**src/rtl/axi_lite_pkg.sv**
```systemverilog
// axi_lite_pkg: AXI4-Lite response codes, protection default and
// the master bridge state encoding.
package axi_lite_pkg;

    localparam logic [1:0] RESP_OKAY   = 2'b00;
    localparam logic [1:0] RESP_EXOKAY = 2'b01;
    localparam logic [1:0] RESP_SLVERR = 2'b10;
    localparam logic [1:0] RESP_DECERR = 2'b11;

    localparam logic [2:0] PROT_DEFAULT = 3'b000;

    typedef enum logic [2:0] {
        IDLE,
        WR,
        WR_RESP,
        RD_ADDR,
        RD_DATA,
        RESP
    } state_e;

endpackage

```
**src/rtl/axi4_lite_master_bridge.sv**
```systemverilog
// axi4_lite_master_bridge: single-beat CPU load/store to AXI4-Lite master.
// Optional watchdog when AXI_MASTER_TIMEOUT_EN is defined (limit TIMEOUT_CYCLES).
module axi4_lite_master_bridge
    import axi_lite_pkg::*;
#(
    parameter int ADDR_WIDTH     = 32,
    parameter int DATA_WIDTH     = 32,
    parameter int TIMEOUT_CYCLES = 1024
) (
    input  logic                    clk,
    input  logic                    rst,
    input  logic                    req_valid,
    output logic                    req_ready,
    input  logic                    req_we,
    input  logic [ADDR_WIDTH-1:0]   req_addr,
    input  logic [DATA_WIDTH-1:0]   req_wdata,
    input  logic [DATA_WIDTH/8-1:0] req_wstrb,
    output logic                    rsp_valid,
    output logic [DATA_WIDTH-1:0]   rsp_rdata,
    output logic                    rsp_err,
    output logic [ADDR_WIDTH-1:0]   m_awaddr,
    output logic [2:0]              m_awprot,
    output logic                    m_awvalid,
    input  logic                    m_awready,
    output logic [DATA_WIDTH-1:0]   m_wdata,
    output logic [DATA_WIDTH/8-1:0] m_wstrb,
    output logic                    m_wvalid,
    input  logic                    m_wready,
    input  logic [1:0]              m_bresp,
    input  logic                    m_bvalid,
    output logic                    m_bready,
    output logic [ADDR_WIDTH-1:0]   m_araddr,
    output logic [2:0]              m_arprot,
    output logic                    m_arvalid,
    input  logic                    m_arready,
    input  logic [DATA_WIDTH-1:0]   m_rdata,
    input  logic [1:0]              m_rresp,
    input  logic                    m_rvalid,
    output logic                    m_rready
);

    localparam int SW = DATA_WIDTH / 8;

    state_e                  state_q, state_d;
    logic [ADDR_WIDTH-1:0]   addr_q, addr_d;
    logic [DATA_WIDTH-1:0]   wdata_q, wdata_d;
    logic [SW-1:0]           wstrb_q, wstrb_d;
    logic [DATA_WIDTH-1:0]   rdata_q, rdata_d;
    logic                    awvalid_q, awvalid_d;
    logic                    wvalid_q, wvalid_d;
    logic                    bready_q, bready_d;
    logic                    arvalid_q, arvalid_d;
    logic                    rready_q, rready_d;
    logic                    rsp_valid_q, rsp_valid_d;
    logic                    rsp_err_q, rsp_err_d;
    logic                    req_ready_q, req_ready_d;
    logic                    timeout;

`ifdef AXI_MASTER_TIMEOUT_EN
    localparam int CW = $clog2(TIMEOUT_CYCLES + 1);

    logic [CW-1:0] wd_cnt;

    always_ff @(posedge clk) begin
        if (rst || state_q == IDLE) begin
            wd_cnt <= '0;
        end else if (state_q != RESP) begin
            wd_cnt <= wd_cnt + 1'b1;
        end
    end

    assign timeout = (state_q != IDLE) && (state_q != RESP)
                   && (wd_cnt == CW'(TIMEOUT_CYCLES - 1));
`else
    assign timeout = 1'b0;
`endif

    always_comb begin
        state_d   = state_q;
        addr_d    = addr_q;
        wdata_d   = wdata_q;
        wstrb_d   = wstrb_q;
        rdata_d   = rdata_q;
        awvalid_d = awvalid_q;
        wvalid_d  = wvalid_q;
        bready_d  = 1'b0;
        arvalid_d = arvalid_q;
        rready_d  = 1'b0;
        rsp_err_d = rsp_err_q;

        unique case (state_q)
            IDLE: begin
                if (req_valid && req_ready_q) begin
                    addr_d  = req_addr;
                    wdata_d = req_wdata;
                    wstrb_d = req_wstrb;
                    if (req_we) begin
                        state_d   = WR;
                        awvalid_d = 1'b1;
                        wvalid_d  = 1'b1;
                    end else begin
                        state_d   = RD_ADDR;
                        arvalid_d = 1'b1;
                    end
                end
            end
            WR: begin
                // AW and W retire independently; leave once both are done
                if (awvalid_q && m_awready) awvalid_d = 1'b0;
                if (wvalid_q && m_wready) wvalid_d = 1'b0;
                if (!awvalid_d && !wvalid_d) begin
                    state_d  = WR_RESP;
                    bready_d = 1'b1;
                end
            end
            WR_RESP: begin
                bready_d = 1'b1;
                if (m_bvalid) begin
                    bready_d  = 1'b0;
                    rsp_err_d = (m_bresp != RESP_OKAY);
                    rdata_d   = '0;
                    state_d   = RESP;
                end
            end
            RD_ADDR: begin
                if (m_arready) begin
                    arvalid_d = 1'b0;
                    rready_d  = 1'b1;
                    state_d   = RD_DATA;
                end
            end
            RD_DATA: begin
                rready_d = 1'b1;
                if (m_rvalid) begin
                    rready_d  = 1'b0;
                    rdata_d   = m_rdata;
                    rsp_err_d = (m_rresp != RESP_OKAY);
                    state_d   = RESP;
                end
            end
            RESP: begin
                state_d = IDLE;
            end
            default: begin
                state_d = IDLE;
            end
        endcase

        // Watchdog abandons the bus regardless of handshake state
        if (timeout) begin
            awvalid_d = 1'b0;
            wvalid_d  = 1'b0;
            bready_d  = 1'b0;
            arvalid_d = 1'b0;
            rready_d  = 1'b0;
            rsp_err_d = 1'b1;
            rdata_d   = '0;
            state_d   = RESP;
        end

        req_ready_d = (state_d == IDLE);
        rsp_valid_d = (state_d == RESP);
    end

    always_ff @(posedge clk) begin
        if (rst) begin
            state_q     <= IDLE;
            addr_q      <= '0;
            wdata_q     <= '0;
            wstrb_q     <= '0;
            rdata_q     <= '0;
            awvalid_q   <= 1'b0;
            wvalid_q    <= 1'b0;
            bready_q    <= 1'b0;
            arvalid_q   <= 1'b0;
            rready_q    <= 1'b0;
            rsp_valid_q <= 1'b0;
            rsp_err_q   <= 1'b0;
            req_ready_q <= 1'b0;
        end else begin
            state_q     <= state_d;
            addr_q      <= addr_d;
            wdata_q     <= wdata_d;
            wstrb_q     <= wstrb_d;
            rdata_q     <= rdata_d;
            awvalid_q   <= awvalid_d;
            wvalid_q    <= wvalid_d;
            bready_q    <= bready_d;
            arvalid_q   <= arvalid_d;
            rready_q    <= rready_d;
            rsp_valid_q <= rsp_valid_d;
            rsp_err_q   <= rsp_err_d;
            req_ready_q <= req_ready_d;
        end
    end

    assign req_ready = req_ready_q;
    assign rsp_valid = rsp_valid_q;
    assign rsp_rdata = rdata_q;
    assign rsp_err   = rsp_err_q;
    assign m_awaddr  = addr_q;
    assign m_awprot  = PROT_DEFAULT;
    assign m_awvalid = awvalid_q;
    assign m_wdata   = wdata_q;
    assign m_wstrb   = wstrb_q;
    assign m_wvalid  = wvalid_q;
    assign m_bready  = bready_q;
    assign m_araddr  = addr_q;
    assign m_arprot  = PROT_DEFAULT;
    assign m_arvalid = arvalid_q;
    assign m_rready  = rready_q;

endmodule

```
**config.mk**
```make
export PLATFORM = sky130hd
export DESIGN_NAME = axi4_lite_master_bridge
export DESIGN_NICKNAME = d
export VERILOG_FILES = /design/src/rtl/axi_lite_pkg.sv /design/src/rtl/axi4_lite_master_bridge.sv
export SDC_FILE = /design/constraint.sdc
export NUM_CORES = 1
export LEC_CHECK = 0
export CORE_MARGIN = 2
export CORE_UTILIZATION = 39
export DETAILED_ROUTE_END_ITERATION = 10
export PLACE_DENSITY = 0.84
export SYNTH_ARGS = -nofsm -noshare
export SYNTH_HDL_FRONTEND = slang
export SYNTH_SLANG_ARGS = --single-unit
export TNS_END_PERCENT = 1
```
**constraint.sdc**
```tcl
create_clock -name clk -period 2 [get_ports clk]
set_input_delay 0.3 -clock clk [delete_from_list [all_inputs] [get_ports clk]]
set_output_delay 0.3 -clock clk [all_outputs]
set_load 0.03 [all_outputs]
```
# Word-level counts from Yosys, hierarchy flattened
# Index checks and enable logic that the tools add are counted.
# Widths: inputs -> output; s select.
# classes
addsub,0
n_mul,0
n_div,0
n_lt_le_gt_ge,0
n_eq_ne,11
shift,0
mux,31
bitwise,0
reduce_logical,17
# op_table
operator,n
$mux 32,2
$pmux 32 s2,1
$mux 1,15
$mux 3,5
$pmux 3 s5,1
$ne 2x2->1 const B,6
$pmux 1 s2,6
$reduce_bool 2->1,5
$eq 3x2->1 const B,2
$eq 3x3->1 const B,2
$logic_not 3->1,2
$reduce_and 3->1,2
$logic_and 1x1->1,4
$reduce_and 4->1,1
$eq 3x1->1 const B,1
$logic_not 1->1,2
$mux 2,1
$reduce_and 2->1,1
# word_totals
reg_bits,111
latchBits,0
mem_bits_rw,0
romBits,0
inputBits,113
elab_cells,72
memories,0

# Depth between registers and ports, before layout
# depth
depth_word,8
mapped_depth,6
mapped_depth_nobuf,3

# Worst setup path before layout
# No wires, ideal clock.
# synth_path
path_type,reg-to-reg
startpoint,register req_ready_q (netlist: req_ready)
endpoint,register addr_q[27] (netlist: m_araddr[27])
setup_ps,132
t_arrival_ps,1522
required_ps,1868
path_slack_ps,345
stages_incl_launch_ff,6
path_cell_list,dfxtp_1 -> or4b_4 -> buf_6 -> buf_2 -> o21ai_0 -> a21oi_1
# synth_via
elab_chain_cells,2
# synth_lines
element,line_no,text
start: declaration,axi4_lite_master_bridge.sv:56,"logic req_ready_q, req_ready_d;"
start signal: assignment,axi4_lite_master_bridge.sv:193,req_ready_q <= req_ready_d;
$logic_and 1x1->1,axi4_lite_master_bridge.sv:93,if (req_valid && req_ready_q) begin
$reduce_and 2->1 (no source line),n/a,
end signal: assignment,axi4_lite_master_bridge.sv:182,addr_q <= addr_d;
end: declaration,axi4_lite_master_bridge.sv:45,"logic [ADDR_WIDTH-1:0] addr_q, addr_d;"
# No other way between the ends.
# A chain may end at the register's enable or synchronous reset.

# Worst setup path after layout
# layout_path
startpoint,register state_q[1]
endpoint,register addr_q[12] (netlist: m_araddr[12])
# layout_via
elab_chain_cells,2
# layout_lines
element,line_no,text
start: declaration,axi4_lite_master_bridge.sv:44,"state_e state_q, state_d;"
start signal: assignment,axi4_lite_master_bridge.sv:181,state_q <= state_d;
$logic_not 3->1,axi4_lite_master_bridge.sv:91,unique case (state_q)
$reduce_and 2->1 (no source line),n/a,
# No other way between the ends.

==> impl_metrics.py <==
metrics = {
    "run_status": {
        "outcome": "completed",
    },
    "floorplan": {
        "die_area_um2": 12800,
        "core_um2": 11600,
        "initial_core_util_pct": 40.3,
        "pin_count": 259,
        "rows": 39,
        "floorplan.die.width_um": 113,
        "die_height_um": 113,
    },
    "logic_synthesis": {
        "post_synth.cell_area_avg_um2": 8.35,
        "synth_enable_flop_cells": 0,
        "netlist_area_pre_place_um2": 4660,
        "synth_cell_types": 39,
        "synth-seq-cells": 111,
        "postSynthCellCount": 558,
        "seq_area_frac_synth_pct": 47.7,
        "synth-main-ff-cell": "sky130_fd_sc_hd__dfxtp_1",
        "yosys_warnings": 0,
        "asr_flop_ratio_synth_pct": 0,
    },
    "setup_path": {
        "slowest_stage": "sky130_fd_sc_hd__or4b_4",
        "timing_worst_setup_path_type": "flop to flop",
        "reg2reg_depth": 3,
        "cpPeakStageDelay_ps": 840,
        "data_required_time_of_the_critical_path_ps": 2200,
        "worst-path-max-fanout": 69,
        "path_delay_family": "simple AND/OR/NAND/NOR gates",
        "cp.buffers_inverters": 0,
        "cp.depth": 3,
        "cp_cell_sequence": "or4b_4 -> o21ai_0 -> a21oi_1",
        "worstSetupStartpointType": "flop",
        "crit_path_end_kind": "flop",
        "worst-endpoint-arrival_ps": 2040,
    },
    "final_layout": {
        "final_common_cell": "sky130_fd_sc_hd__clkdlybuf4s50_1",
        "final_layout_size_suffix_gt1_share_pct": 5.53,
        "final.fill_count": 965,
        "area_growth_pct": 56.5,
        "mostFrequentLayoutCells": "sky130_fd_sc_hd__clkdlybuf4s50_1 (250), sky130_fd_sc_hd__dfxtp_1 (111), sky130_fd_sc_hd__a21oi_1 (105)",
        "multiInputGateArea_um2": 1880,
        "insertedDiodeCount": 0,
        "area.sequential_um2": 2220,
        "final_design_area_no_fill_um2": 7290,
        "num-nets-final": 849,
    },
    "global_routing": {
        "antenna_found_initial": 0,
        "overall_track_demand_over_capacity_in_global_routing_pct": 22.0,
        "grt_pass1_vias": 4569,
        "maximum_number_of_pins_on_one_net_before_global_route_repair": 74,
        "globalRoute.totalOverflow": 0,
        "wire_length_of_the_first_global_routing_pass_um": 22900,
    },
    "clocking": {
        "postCtsSetupRepairBufs": 0,
        "clkLatencyLatePin_ps": 340,
        "tritoncts.num_buffers": 9,
        "cts_hold_buf": 0,
        "postCtsResizedCells": 0,
        "number_of_clock_sinks": 111,
        "clkTransAtPathRegs_ps": 70,
        "ctsRootBufferMaster": "sky130_fd_sc_hd__clkbuf_16",
        "cts_max_path_buffers": 2,
        "cts_max_level": 3,
        "clock_tree_from_tritoncts": "yes",
    },
    "pwr": {
        "max_ir_drop_vdd_mv": 0.491,
        "power.density_cell_area_nw_per_um2": 907,
        "p_leak_uw": 0.00240,
    },
    "sta": {
        "timing.final.max_slew_violations": 0,
        "finalCritPeriodShare_pct": 92.1,
        "totalNegativeSetupSlack_ps": 0,
        "hold_viol_final": 0,
        "finalSetupViolations": 0,
        "finalWorstPathRequiredPeriod_ps": 1840,
        "max-slew-margin-rel_pct": 58.5,
        "worst_clock_skew_ps": 7.50,
        "clock.fmax_ghz": 0.543,
        "grt_setup_unrepaired": "no",
        "max_slew.worst_pin.slew_ps": 622,
    },
    "route": {
        "detail-route-antenna-nets": 0,
        "dr_total_vias": 4882,
        "viasPerCell": 5.52,
        "drt_wl_total_um": 14900,
        "detail_route.drc_violations": 0,
        "route.top_layer_used": "met4",
        "wl_per_cell_um": 16.9,
        "drt_pre_antenna_iters": 5,
        "drt-met1-wl_um": 5800,
        "drt_iter0_drc": 489,
        "met2_wirelength_um": 7250,
        "routed-wl-met3_um": 1530,
    },
    "hold_path": {
        "holdCritPathClass": "input pin to flop",
        "min_delay_path_depth": 2,
    },
    "run": {
        "max-cap-violations": 0,
    },
    "place": {
        "portBuffers": 252,
        "placed_cell_area_um2": 6960,
        "dpl.hpwl_um": 10400,
        "place.gp.congestion": 0.799,
    },
}
==> worst register-to-register path, delay by kind of cell, from the launching register on <==
family             cells  cell delay (ps)
and+or+nand+nor        1              840
AOI/OAI and AO/OA      2              440
DFF                    1              420
==> where the power goes <==
group | internal [uW] | total [uW] | switching, uW
clock network | 1160 | 1950 | 787
logic | 847 | 2150 | 1300
registers | 2390 | 2520 | 127
==> logic make-up after synthesis <==
group,after synthesis,synth area share [%]
buffers and inverters,104,12.4
other,1,0.0805
flip-flops,111,47.7
XOR/XNOR,1,0.188
AO/OA/AOI/OAI,186,20.7
AND/OR/NAND/NOR,155,18.9
==> sequential cells by signal, summed over array words and instances, names as in the netlist, 3 cells and up <==
register   count
m_araddr      32
m_wdata       32
m_wstrb        4
rsp_rdata     32
state_q        3
==> synth_stat cells (3+ instances only) <==
cell type | number | share of area (%)
sky130_fd_sc_hd__dfxtp_1 | 111 | 48
sky130_fd_sc_hd__a21oi_1 | 105 | 11
sky130_fd_sc_hd__nand3_1 | 100 | 11
sky130_fd_sc_hd__o21ai_0 | 66 | 7.1
sky130_fd_sc_hd__buf_4 | 45 | 7.2
sky130_fd_sc_hd__clkbuf_1 | 45 | 3.6
sky130_fd_sc_hd__nand4_1 | 32 | 4.3
sky130_fd_sc_hd__buf_2 | 10 | 1.1
sky130_fd_sc_hd__a31oi_1 | 4 | 0.54
sky130_fd_sc_hd__nor2_1 | 4 | 0.32
sky130_fd_sc_hd__o21ai_1 | 3 | 0.32
==> per-stage QoR <==
step	setup slack (ps)	power (uW)	utilization, %	hold slack, ps	cells
2_1_floorplan	345	3930	-	405	563
3_3_place_gp	234	4670	60.2	449	868
3_5_place_dp	187	4720	60.2	459	868
4_1_cts	182	6680	63.1	398	884
5_1_grt	66.9	6900	63.1	433	884
6_report	159	6620	63.1	417	884
==> layer usage <==
metal / global-route usage [%] / vias up
li1: - / 2325
met1: 25.3 / 2276
met2: 37.5 / 258
met3: 7.71 / 23
met4: 8.29 / 0
met5: 0 / -
==> path summary, 6_finish.rpt <==
| path | from | to | slack, ps |
|---|---|---|---|
| worst max register to register | state_q[1]$_SDFF_PP0_ | m_araddr[12]$_SDFFE_PP0P_ | 160 |
| worst min-delay path | rst | rsp_valid$_SDFF_PP0_ | 420 |
| worst min register to register | rsp_rdata[17]$_SDFFE_PP0P_ | rsp_rdata[17]$_SDFFE_PP0P_ | 470 |
| worst max-delay path | state_q[1]$_SDFF_PP0_ | m_araddr[12]$_SDFFE_PP0P_ | 160 |
==> area by class of cell <==
class / count / area share [%]
clock buffer: 11 / 3.47
clock inverter: 5 / 1.10
inverter: 2 / 0.103
multi-input combinational: 348 / 25.8
sequential: 111 / 30.5
tap: 143 / 2.45
timing repair buffer: 264 / 36.6
Power figures use the tool's default switching activity.
